--- src/rtl/muldiv_unit.sv ---
// muldiv_unit: iterative RV32M multiply/divide, one bit per cycle; define MULDIV_DIV_EN to build the divider
module muldiv_unit #(
  parameter int XLEN = 32,
  parameter bit ZERO_SHORTCUT = 1'b1
) (
  input  logic            clk,
  input  logic            rst,
  input  logic            start,
  input  logic [2:0]      op,
  input  logic [XLEN-1:0] a,
  input  logic [XLEN-1:0] b,
  input  logic [4:0]      rd,
  output logic            busy,
  output logic            done,
  output logic            wb_we,
  output logic [4:0]      wb_rd,
  output logic [XLEN-1:0] wb_data,
  output logic            illegal
);
`ifdef MULDIV_DIV_EN
  localparam bit div_en = 1'b1;
`else
  localparam bit div_en = 1'b0;
`endif
  typedef enum logic [1:0] {IDLE, CALC, DONE} state_t;
  state_t state_q, state_d;
  logic [4:0] cnt_q, cnt_d, rd_q, rd_d, wb_rd_q, wb_rd_d;
  logic [2:0] op_q, op_d;
  logic [XLEN-1:0] m_q, m_d, wb_data_q, wb_data_d;
  logic [2*XLEN-1:0] acc_q, acc_d, iter, prod;
  logic neg_q, neg_d, skip_q, skip_d, ill_q, ill_d;
  logic done_q, done_d, wb_we_q, wb_we_d, illegal_q, illegal_d;
  logic accept, finish, sa, sb, bz;
  logic [XLEN-1:0] amag, bmag, mul_res, div_res, res;
  logic [XLEN:0] sum;
`ifdef MULDIV_DIV_EN
  logic [XLEN:0] rem_sh, diff;
  logic [XLEN-1:0] div_sel;
`endif
  always_ff @(posedge clk) state_q <= rst ? IDLE : state_d;
  always_comb begin
    finish = (state_q == CALC) & (skip_q | (cnt_q == 5'd31));
    state_d = (state_q == IDLE) ? (start ? CALC : IDLE) :
              (state_q == CALC) ? (finish ? DONE : CALC) : IDLE;
  end
  always_comb begin
    busy = state_q != IDLE;
    done = done_q;
    wb_we = wb_we_q;
    wb_rd = wb_rd_q;
    wb_data = wb_data_q;
    illegal = illegal_q;
  end
  always_comb begin
    accept = (state_q == IDLE) & start;
    sa = a[XLEN-1] & (op == 3'd1 | op == 3'd2 | op == 3'd4 | op == 3'd6);
    sb = b[XLEN-1] & (op == 3'd1 | op == 3'd4 | op == 3'd6);
    amag = sa ? -a : a;
    bmag = sb ? -b : b;
    bz = b == '0;
    // Multiply: right-shifting accumulator {partial product, remaining multiplier}
    sum = {1'b0, acc_q[2*XLEN-1:XLEN]} + (acc_q[0] ? {1'b0, m_q} : '0);
    iter = {sum, acc_q[XLEN-1:1]};
`ifdef MULDIV_DIV_EN
    // Divide: {remainder, dividend/quotient}, restoring step
    rem_sh = {acc_q[2*XLEN-1:XLEN], acc_q[XLEN-1]};
    diff = rem_sh - {1'b0, m_q};
    if (op_q[2]) iter = diff[XLEN] ? {rem_sh[XLEN-1:0], acc_q[XLEN-2:0], 1'b0}
                                   : {diff[XLEN-1:0], acc_q[XLEN-2:0], 1'b1};
`endif
    op_d = accept ? op : op_q;
    rd_d = accept ? rd : rd_q;
    m_d = accept ? (op[2] ? bmag : amag) : m_q;
    neg_d = accept ? (op[2] ? (op[1] ? sa : (sa ^ sb) & ~bz) : sa ^ sb) : neg_q;
    skip_d = accept ? op[2] & (~div_en | (bz & ZERO_SHORTCUT)) : skip_q;
    ill_d = accept ? op[2] & ~div_en : ill_q;
    cnt_d = accept ? 5'd0 : (state_q == CALC) ? cnt_q + 5'd1 : cnt_q;
    // The divide-by-zero shortcut preloads the final {remainder, quotient} magnitudes
    acc_d = accept ? (op[2] ? ((bz & ZERO_SHORTCUT) ? {amag, {XLEN{1'b1}}} : {{XLEN{1'b0}}, amag})
                            : {{XLEN{1'b0}}, bmag}) :
            ((state_q == CALC) & ~skip_q) ? iter : acc_q;
    prod = neg_q ? -acc_d : acc_d;
    mul_res = (op_q[1:0] == 2'd0) ? prod[XLEN-1:0] : prod[2*XLEN-1:XLEN];
    div_res = '0;
`ifdef MULDIV_DIV_EN
    div_sel = op_q[1] ? acc_d[2*XLEN-1:XLEN] : acc_d[XLEN-1:0];
    div_res = neg_q ? -div_sel : div_sel;
`endif
    res = op_q[2] ? div_res : mul_res;
    done_d = finish;
    wb_we_d = finish & (rd_q != 5'd0) & ~ill_q;
    wb_rd_d = finish ? rd_q : 5'd0;
    wb_data_d = (finish & ~ill_q) ? res : '0;
    illegal_d = finish & ill_q;
  end
  always_ff @(posedge clk) begin
    if (rst) begin
      cnt_q <= '0;
      skip_q <= 1'b0;
      ill_q <= 1'b0;
      done_q <= 1'b0;
      wb_we_q <= 1'b0;
      wb_rd_q <= '0;
      wb_data_q <= '0;
      illegal_q <= 1'b0;
    end else begin
      cnt_q <= cnt_d;
      skip_q <= skip_d;
      ill_q <= ill_d;
      done_q <= done_d;
      wb_we_q <= wb_we_d;
      wb_rd_q <= wb_rd_d;
      wb_data_q <= wb_data_d;
      illegal_q <= illegal_d;
    end
  end
  always_ff @(posedge clk) begin
    op_q <= op_d;
    rd_q <= rd_d;
    m_q <= m_d;
    neg_q <= neg_d;
    acc_q <= acc_d;
  end
endmodule

--- config.mk ---
export PLATFORM = sky130hd
export DESIGN_NAME = muldiv_unit
export DESIGN_NICKNAME = d
export VERILOG_FILES = /design/src/rtl/muldiv_unit.sv
export SDC_FILE = /design/constraint.sdc
export NUM_CORES = 1
export LEC_CHECK = 0
export CAP_MARGIN = 20
export CELL_PAD_IN_SITES_DETAIL_PLACEMENT = 0
export CELL_PAD_IN_SITES_GLOBAL_PLACEMENT = 1
export CORE_AREA = 3 3 176 178
export CTS_BUF_LIST = sky130_fd_sc_hd__clkbuf_16
export DETAILED_ROUTE_END_ITERATION = 8
export DIE_AREA = 0 0 179 181
export PLACE_DENSITY = 0.83
export SLEW_MARGIN = 0
export SYNTH_ARGS = -nofsm -noshare
export SYNTH_HDL_FRONTEND = slang
export SYNTH_SLANG_ARGS = --single-unit
--- constraint.sdc ---
create_clock -name clk -period 7.85 [get_ports clk]
set_clock_uncertainty 0.05 [all_clocks]
set_input_delay 2.355 -clock clk [delete_from_list [all_inputs] [get_ports clk]]
set_output_delay 2.355 -clock clk [all_outputs]
set_load 0.01 [all_outputs]
==> results of run 1 <==
[stage by stage]
step | setup slack [ns] | hold slack [ns] | power [mW]
6_report | 0.650 | 0.418 | 3.59
5_1_grt | 0.441 | 0.437 | 3.74
4_1_cts | 0.857 | 0.434 | 3.52
3_5_place_dp | 0.422 | 0.415 | 2.66
3_3_place_gp | 0.522 | 0.401 | 2.66
2_1_floorplan | 1.13 | 0.388 | 2.04
[report_power, final]
part / leakage [nW] / total, mW / switching [mW] / internal [mW]
combinational: 4.08 / 1.70 / 1.11 / 0.590
sequential: 1.31 / 1.02 / 0.0825 / 0.934
clock: 0.297 / 0.868 / 0.391 / 0.478
total: 5.68 / 3.59 / 1.58 / 2.00
[logic make-up after synthesis]
kind of cell	Yosys count	synth area share, %
buffers and inverters	153	4.78
xor gates and xnor gates	92	6.30
muxes	35	2.77
adders and majority gates	38	3.74
AOI/OAI and AO/OA	515	28.5
DFF	153	26.9
and+or+nand+nor	634	27.0
[flip-flops by register name (all words and copies together) (netlist names)]
register / cells
illegal: 1
neg_q: 1
acc_q: 64
state_q: 2
rd_q: 5
m_q: 32
wb_data: 32
op_q: 3
skip_q: 1
wb_rd: 5
done: 1
cnt_q: 5
wb_we: 1
[cell type report]
cell class | count | area (sq um)
Clock buffer | 17 | 425
Tap cell | 390 | 488
Fill cell | 2886 | 14200
Multi-Input combinational cell | 1314 | 8840
Clock inverter | 15 | 165
Timing Repair Buffer | 198 | 1770
Sequential cell | 153 | 3470
Inverter | 40 | 150
[worst max-delay path, stage by stage]
cell and delay, ns:
clkdlybuf4s50_1 0.50, inv_1 0.15, ha_1 0.32, nor4b_2 0.37, nand3_1 0.29, o41ai_1 0.38, xor2_1 0.64, a311oi_1 0.31
or4_4 0.67, or3_1 0.64, a22o_1 0.29, a221oi_1 0.39, a31oi_1 0.14
[cell usage in the layout (no fill, tap or decap), drive strengths merged, types with 9 or more instances in the layout]
cell / synthesis / final
edfxtp: 41 / 41
inv: 38 / 48
nand3: 33 / 33
clkdlybuf4s50: 0 / 114
a211oi: 28 / 28
nor3: 59 / 59
a221oi: 18 / 18
ha: 37 / 37
a211o: 10 / 10
o211ai: 16 / 16
o21ai: 84 / 84
o22ai: 21 / 21
o21bai: 10 / 10
nor3b: 10 / 10
nor2: 121 / 121
xor2: 54 / 54
nand2b: 14 / 14
or2: 14 / 14
o221ai: 12 / 12
or3: 34 / 34
a22oi: 9 / 9
nand2: 145 / 145
nand4: 32 / 32
a21oi: 101 / 101
xnor2: 38 / 38
and2: 48 / 48
nor4: 28 / 28
a31oi: 24 / 24
or4: 23 / 23
clkbuf: 76 / 17
and3: 23 / 23
nor2b: 11 / 11
a22o: 11 / 11
o31ai: 33 / 33
o41ai: 18 / 18
a21o: 17 / 17
mux2i: 29 / 29
dfxtp: 112 / 112
buf: 37 / 84
[final timing paths]
kind	startpoint	end	slack [ns]	cells past startpoint
min reg2reg	rd_q[4]$_DFFE_PP_	wb_rd[4]$_SDFF_PP0_	0.42	1
max reg2reg	acc_q[0]$_DFF_P_	wb_data[26]$_SDFF_PP0_	2.09	17
min	rd_q[4]$_DFFE_PP_	wb_rd[4]$_SDFF_PP0_	0.42	1
max	a[0]	wb_data[29]$_SDFF_PP0_	0.65	13
[routing by layer]
layer | wire [um] | global-route usage [%] | vias up | part of all wire (%)
li1 | - | - | 6439 | -
met1 | 22800 | 46.0 | 6863 | 41
met2 | 24200 | 50.8 | 897 | 43
met3 | 5450 | 7.31 | 184 | 9.7
met4 | 3600 | 18.4 | 0 | 6.4
met5 | 0 | 0 | - | 0
==> impl_metrics.json, run 1 <==
{
  "finish.instance_area_sq_mm": 0.0153,
  "portBuffers": 115,
  "finalSetupViolCount": 0,
  "ant_nets": 0,
  "wl_per_cell_um": 26.3,
  "dieWidth_um": 179,
  "fp.coreArea_sq_mm": 0.0296,
  "antenna_cells": 0,
  "async_flop_share_pct": 0,
  "rows": 63,
  "grt_max_degree": 57,
  "place_congestion": 1.06,
  "clk_pin_slew_ns": 0.07,
  "syn-mean-instance-area_sq_um": 7.97,
  "fmax_mhz": 139,
  "drv_slew": 0,
  "min_period_over_period_pct": 91.7,
  "yosysUniqueCellTypes": 103,
  "cts_tree": "done",
  "synth_largest_area_cell": "dfxtp_1",
  "cts_resized": 0,
  "drc": 0,
  "synthCells": 1620,
  "cts_made_buffers": 17,
  "synth.most_common_cell": "nand2_1",
  "outcome": "finished, final reports clean",
  "vias_per_cell": 6.76,
  "critical_path.max_fanout": 12,
  "final_nets": 1837,
  "synth_fp_nets": 1733,
  "synthFlopType": "dfxtp_1",
  "cts_setup_buffers": 0,
  "layout-drive-gt1-share_pct": 10.5,
  "synth_common_cells": "145 x nand2_1, 121 x nor2_1, 112 x dfxtp_1",
  "period_needed_ns": 7.20,
  "die_h_um": 181,
  "synth_area_leaders": "dfxtp_1 17%, edfxtp_1 9.5%, nand2_1 4.2%",
  "p_per_area_mw_per_mm2": 234,
  "initial_core_util_pct": 43.7,
  "clock_sinks": 153,
  "required_ns": 8.10,
  "fin_setup_tns_ns": 0,
  "grt_pass1_vias": 13296,
  "arrival_ns": 7.45,
  "clockRootBuffer": "clkbuf_16",
  "drt-total-wl_um": 56000,
  "ctsLongestPathBuffers": 2,
  "peakVddDrop_v": 0.000142,
  "area_delta_synth_final_pct": 18.6,
  "cp-start-kind": "primary input",
  "dp_hpwl_um": 43900,
  "ys_seq_area_share_pct": 26.9,
  "hold_violations": 0,
  "yosys.area.top_type_share_pct": 17.4,
  "worst_pin_slew_ns": 1.18,
  "overflow": 0,
  "first_pass_iters": 7,
  "drtIter0Drc": 1991,
  "dp_cells": 2095,
  "yosys_warnings": 0,
  "antenna_found_initial": 0,
  "insertion_delay_ns": 0.44,
  "worstSetupEndpointType": "flop",
  "vias": 14383,
  "hold_path.class": "reg -> reg",
  "synth_edf_count": 41,
  "instances_no_fill": 2127,
  "final_core_util_pct": 51.8,
  "track_usage_pct": 34.2,
  "ys_ff_latch": 153,
  "grt_pass1_wl_um": 83900,
  "drv_cap": 0,
  "ios": 116,
  "rsz0062_at_grt": "false",
  "max-slew-margin-rel_pct": 20.7,
  "postPlaceCellArea_sq_mm": 0.0147,
  "critPathKind": "in -> reg",
  "die-area_sq_mm": 0.0324,
  "postCtsHoldBufs": 0,
  "h-tree-depth": 4,
  "synth_area_sq_mm": 0.0129,
  "p_leak_nw": 5.68
}
Power figures use the tool's default switching activity.
==> run 2: changes to the inputs <==
--- a/config.mk
+++ b/config.mk
@@ -5,6 +5,7 @@
 export SDC_FILE = /design/constraint.sdc
 export NUM_CORES = 1
 export LEC_CHECK = 0
+export ABC_CLOCK_PERIOD_IN_PS = 7850
 export CAP_MARGIN = 20
 export CELL_PAD_IN_SITES_DETAIL_PLACEMENT = 0
 export CELL_PAD_IN_SITES_GLOBAL_PLACEMENT = 1
==> results of run 2 <==
No change in the layout: final DEF, timing and power equal those of run 1.
==> run 3: changes to the inputs <==
--- a/config.mk
+++ b/config.mk
@@ -6,7 +6,6 @@
 export NUM_CORES = 1
 export LEC_CHECK = 0
 export ABC_CLOCK_PERIOD_IN_PS = 7850
-export CAP_MARGIN = 20
 export CELL_PAD_IN_SITES_DETAIL_PLACEMENT = 0
 export CELL_PAD_IN_SITES_GLOBAL_PLACEMENT = 1
 export CORE_AREA = 3 3 176 178
==> results of run 3 <==
No change in the layout: final DEF, timing and power equal those of run 1.
